--- config.mk ---
export PLATFORM = sky130hd
export DESIGN_NAME = fetch_stage
export DESIGN_NICKNAME = d
export VERILOG_FILES = /design/src/rtl/fetch_stage.sv
export SDC_FILE = /design/constraint.sdc
export NUM_CORES = 1
export LEC_CHECK = 0
export BUFFER_PORTS_ARGS = -buffer_cell sky130_fd_sc_hd__buf_2
export CORE_MARGIN = 2
export CORE_UTILIZATION = 54
export DETAILED_ROUTE_END_ITERATION = 7
export HOLD_SLACK_MARGIN = 0.06
export PLACE_DENSITY = 0.86
export SKIP_LAST_GASP = 1
export SYNTH_ARGS = -nofsm -noshare
export SYNTH_HDL_FRONTEND = slang
export SYNTH_SLANG_ARGS = --single-unit
--- constraint.sdc ---
create_clock -name clk_in -period 3.6 [get_ports clk_in]
set_clock_uncertainty 0.15 [all_clocks]
set_input_delay 0.18 -clock clk_in [delete_from_list [all_inputs] [get_ports clk_in]]
set_output_delay 0.18 -clock clk_in [all_outputs]
set_load 0.01 [all_outputs]
--- src/rtl/fetch_stage.sv ---
// ---------------------------------------------------------------------------
// fetch_stage
//
// Instruction fetch stage of a 5-stage in-order pipeline. It holds the PC,
// drives the instruction memory word address and registers the fetched word
// into the IF/ID pipeline register. The memory read is combinational, so an
// instruction fetched at PC p appears at the IF/ID outputs one edge later.
//
// Ports
//   clk_in         rising-edge clock
//   rst_in         synchronous active-high reset
//   stall_in       hold PC and IF/ID (load-use hazard)
//   flush_in       replace IF/ID contents with a bubble
//   redirect_in    load target_in into PC (taken branch/jump)
//   target_in      redirect target byte address
//   imem_addr_out  word address to instruction memory (pc_out[INDEX+1:2])
//   imem_data_in   instruction word returned by instruction memory
//   pc_out         PC currently being fetched
//   id_instr_out   IF/ID instruction
//   id_pc_out      IF/ID PC
//   id_pc4_out     IF/ID PC+4
//   id_valid_out   IF/ID holds a real instruction (0 = bubble)
//   misalign_out   one-cycle pulse: last redirect target had bits [1:0] != 0
// ---------------------------------------------------------------------------
module fetch_stage #(
    parameter int               WIDTH    = 32,
    parameter int               INDEX    = 5,
    parameter logic [WIDTH-1:0] RESET_PC = 32'h0000_0000,
    parameter logic [WIDTH-1:0] NOP      = 32'h0000_0013
) (
    input  logic             clk_in,
    input  logic             rst_in,
    input  logic             stall_in,
    input  logic             flush_in,
    input  logic             redirect_in,
    input  logic [WIDTH-1:0] target_in,
    output logic [INDEX-1:0] imem_addr_out,
    input  logic [WIDTH-1:0] imem_data_in,
    output logic [WIDTH-1:0] pc_out,
    output logic [WIDTH-1:0] id_instr_out,
    output logic [WIDTH-1:0] id_pc_out,
    output logic [WIDTH-1:0] id_pc4_out,
    output logic             id_valid_out,
    output logic             misalign_out
);

    logic [WIDTH-1:0] pc_q,       pc_d;
    logic [WIDTH-1:0] id_instr_q, id_instr_d;
    logic [WIDTH-1:0] id_pc_q,    id_pc_d;
    logic [WIDTH-1:0] id_pc4_q,   id_pc4_d;
    logic             id_valid_q, id_valid_d;
    logic             misalign_q, misalign_d;

    logic [WIDTH-1:0] pc_plus4;

    // Wraps modulo 2^WIDTH by truncation, so 0xFFFF_FFFC + 4 = 0.
    assign pc_plus4 = pc_q + WIDTH'(4);

    // Next-PC: redirect wins over stall so a taken branch is never lost
    // behind a load-use bubble.
    // NOTE: always_comb assigns a default to every output first so no path
    // leaves a variable unassigned and no latch is inferred.
    always_comb begin
        pc_d       = pc_plus4;
        misalign_d = 1'b0;
        if (redirect_in) begin
            pc_d       = {target_in[WIDTH-1:2], 2'b00};
            misalign_d = (target_in[1:0] != 2'b00);
        end else if (stall_in) begin
            pc_d = pc_q;
        end
    end

    // IF/ID next state. A flush only squashes the instruction and valid bit;
    // the PC fields are left alone so the bubble still carries a sane PC.
    always_comb begin
        id_instr_d = id_instr_q;
        id_pc_d    = id_pc_q;
        id_pc4_d   = id_pc4_q;
        id_valid_d = id_valid_q;
        if (flush_in) begin
            id_instr_d = NOP;
            id_valid_d = 1'b0;
        end else if (!stall_in) begin
            id_instr_d = imem_data_in;
            id_pc_d    = pc_q;
            id_pc4_d   = pc_plus4;
            id_valid_d = 1'b1;
        end
    end

    // NOTE: sequential state uses non-blocking assignments so every register
    // samples its _d value from before the edge, independent of block order.
    always_ff @(posedge clk_in) begin
        if (rst_in) begin
            pc_q       <= RESET_PC;
            id_instr_q <= NOP;
            id_pc_q    <= '0;
            id_pc4_q   <= '0;
            id_valid_q <= 1'b0;
            misalign_q <= 1'b0;
        end else begin
            pc_q       <= pc_d;
            id_instr_q <= id_instr_d;
            id_pc_q    <= id_pc_d;
            id_pc4_q   <= id_pc4_d;
            id_valid_q <= id_valid_d;
            misalign_q <= misalign_d;
        end
    end

    assign imem_addr_out = pc_q[INDEX+1:2];
    assign pc_out        = pc_q;
    assign id_instr_out  = id_instr_q;
    assign id_pc_out     = id_pc_q;
    assign id_pc4_out    = id_pc4_q;
    assign id_valid_out  = id_valid_q;
    assign misalign_out  = misalign_q;

endmodule

==> flow_metrics.py <==
metrics = {
    "detailed_routing": {
        "drt_iter0_drc": 738,
        "ant_nets": 0,
        "dr.pass1.iters": 7,
        "wl_per_cell_um": 18.8,
        "viasPerCell": 5.94,
        "drc": 0,
        "via_count": 6230,
        "wl_um": 19700,
    },
    "floorplanning": {
        "core_area_mm2": 0.0103,
        "io_pins": 204,
        "die_h_um": 106,
        "die_width_um": 106,
        "floorplan.initialDensity_pct": 55.2,
        "die-area_mm2": 0.0113,
        "row_count": 37,
    },
    "synth": {
        "synth_top_area_share_pct": 43.8,
        "async_flop_share_pct": 0,
        "netlist_instances": 673,
        "yosys.area.top_type": "dfxtp_1",
        "synth-warning-count": 0,
        "syn_avg_cell_area_um2": 8.43,
        "synth-seq-cells": 124,
        "synth_area_leaders": "dfxtp_1, mux2i_1, nor2_1",
        "dominantRegCellSynth": "dfxtp_1",
        "ys_seq_area_share_pct": 43.8,
        "synth-edff-count": 0,
        "synth.distinct_cells": 49,
        "syn-cell-area_mm2": 0.00567,
    },
    "placement": {
        "place_hpwl_um": 12100,
        "gp_congestion": 0.897,
        "port_buffers": 197,
    },
    "worst_setup_path": {
        "cp.required_ps": 3870,
        "critPathLaunchType": "flop",
        "cp_cell_sequence": "ha_1 -> nand4_1 -> buf_4 -> nor4_1 -> a21boi_0 -> o31a_1",
        "worstPathMaxFanout": 19,
        "cp_num_buf_inv": 1,
        "cpPeakStageDelay_ps": 690,
        "path_class": "reg2reg",
        "critical_path_arrival_ps": 3120,
        "crit_slowest_cell": "nor4_1",
        "endpoint_kind": "flop",
        "path_delay_family": "simple AND/OR/NAND/NOR gates",
    },
    "sta": {
        "rsz0062_at_grt": "no",
        "min_period_ps": 2850,
        "tightest_slew_ps": 987,
        "whs_ps": 105,
        "period_share_pct": 79.1,
        "finalHoldViolations": 0,
        "tns_ps": 0,
        "relSlewSlack_pct": 33.7,
        "fmax_mhz": 351,
        "slew_violations": 0,
        "setup_viol": 0,
    },
    "clocking": {
        "ctsResizeCount": 0,
        "clock_path_buffers": 2,
        "cts.sinks": 124,
        "cts-root-buf": "clkbuf_8",
        "clkSlewWorstSetupHoldPaths_ps": 60,
        "htreeDepth": 4,
        "clock_latency_ps": 540,
        "cts_tree": "done",
        "cts-buffers-inserted": 17,
    },
    "global_route": {
        "grt_max_degree": 57,
        "grt_pass1_vias": 5918,
        "track_usage_pct": 35.0,
        "grt_antenna_before_repair": 0,
        "grtUsageMet2_pct": 55.0,
        "gr-total-overflow": 0,
        "use_met3_pct": 11.3,
        "busiest_layer": "met2",
        "grt_pass1_wl_um": 31200,
        "gr-usage-met1_pct": 44.0,
    },
    "flow_run": {
        "maxCapViolations": 0,
    },
    "layout": {
        "drive_gt1_share_pct": 26.8,
        "area_growth_pct": 39.5,
        "diodes": 0,
        "fill_cells": 688,
        "final_common_cell": "buf_2",
        "nNetsFinal": 971,
        "mostFrequentLayoutCells": "buf_2, dfxtp_1, nor2_1",
    },
    "pwr": {
        "p_leak_nw": 3.34,
        "power_density_mw_per_mm2": 474,
        "p_clk_share_pct": 47.2,
        "pwr-share-comb_pct": 12.0,
        "p_sw_w": 0.000959,
        "switching_share_pct": 25.6,
        "ir_worst_vdd_mv": 0.320,
        "power.internal_w": 0.00279,
        "seqPwrFrac_pct": 40.8,
    },
    "hold_path": {
        "hold_class": "in2reg",
    },
    "run_status": {
        "outcome": "finished, final reports clean",
    },
}
stage by stage:
step	power, W	instance area [um2]	utilization, %	worst slack (ps)	std cells
final	0.00375	7910	77.0	752	1049
after global routing	0.00385	7910	77.0	533	1049
after detailed placement	0.00192	6570	63.9	898	944
after floorplan	0.00177	5690	-	1230	678
after global placement	0.00191	6570	63.9	1080	944
after CTS	0.00373	7910	77.0	874	1049
metal layers:
layer / vias up / wire [um]
met4: 0 / 852
met3: 90 / 2330
met1: 2805 / 7590
met2: 491 / 8910
met5: - / 0
li1: 2844 / -
cell usage after synthesis, types with 16 or more instances:
cell	count
buf_4	18
nor2_1	87
or4_1	16
mux2i_1	34
inv_1	16
a211oi_1	31
nor4_1	20
clkbuf_1	43
nor3_1	16
dfxtp_1	124
xnor2_1	22
nand2_1	79
a21oi_1	37
a311oi_1	19
kinds of logic (layout without fill, tap and decap cells):
family	after synthesis	after routing	share of synthesized area, %
AOI/OAI and AO/OA	123	123	15.1
xor gates and xnor gates	24	24	3.71
adders and majority gates	1	1	0.221
buffers and inverters	91	326	7.39
DFF	124	124	43.8
muxes	34	34	6.00
other	1	6	0.0661
and+or+nand+nor	275	275	23.7
cell type report:
class                      instances  area [um2]  area share, %
inverter                          16        60.1          0.759
timing repair buffer             279        1800           22.7
clock inverter                    11         168           2.12
clock buffer                      20         435           5.50
sequential                       124        2480           31.4
tap                              136         170           2.15
multi-input combinational        463        2800           35.3
sequential cells by signal, indices dropped and copies added, names as in the netlist:
| signal | flops |
|---|---|
| id_pc4_out | 30 |
| id_valid_out | 1 |
| id_pc_out | 30 |
| pc_out | 30 |
| id_instr_out | 32 |
| misalign_out | 1 |
worst register-to-register path, stage by stage (launching register included):
cell and delay [ps]:
dfxtp_1 520, ha_1 300, nand4_1 260, buf_4 300, nor4_1 690, a21boi_0 200
o31a_1 320
worst paths after layout:
check | from | to | slack [ps] | depth (start not counted)
setup / recovery | pc_out[2] | pc_out[22] | 750 | 6
hold / removal | redirect_in | pc_out[20] | 100 | 3
setup reg to reg | pc_out[2] | pc_out[22] | 750 | 6
hold reg to reg | id_pc_out[8] | id_pc_out[8] | 310 | 2
power groups by stage:
| stage | clock (W) | sequential, W | combinational (W) |
|---|---|---|---|
| after floorplan | 0 | 0.00155 | 0.000226 |
| after global placement | 0 | 0.00155 | 0.000363 |
| after detailed placement | 0 | 0.00155 | 0.000370 |
| after CTS | 0.00177 | 0.00152 | 0.000435 |
| after global routing | 0.00183 | 0.00154 | 0.000485 |
| final | 0.00177 | 0.00153 | 0.000450 |
what timing repair did:
| item | CTS | global route |
|---|---|---|
| hold buffers | 74 | 0 |
| buffers inserted | 0 | 0 |
| hold endpoints to repair | 92 | 0 |
(Power assumes the default switching activity.)
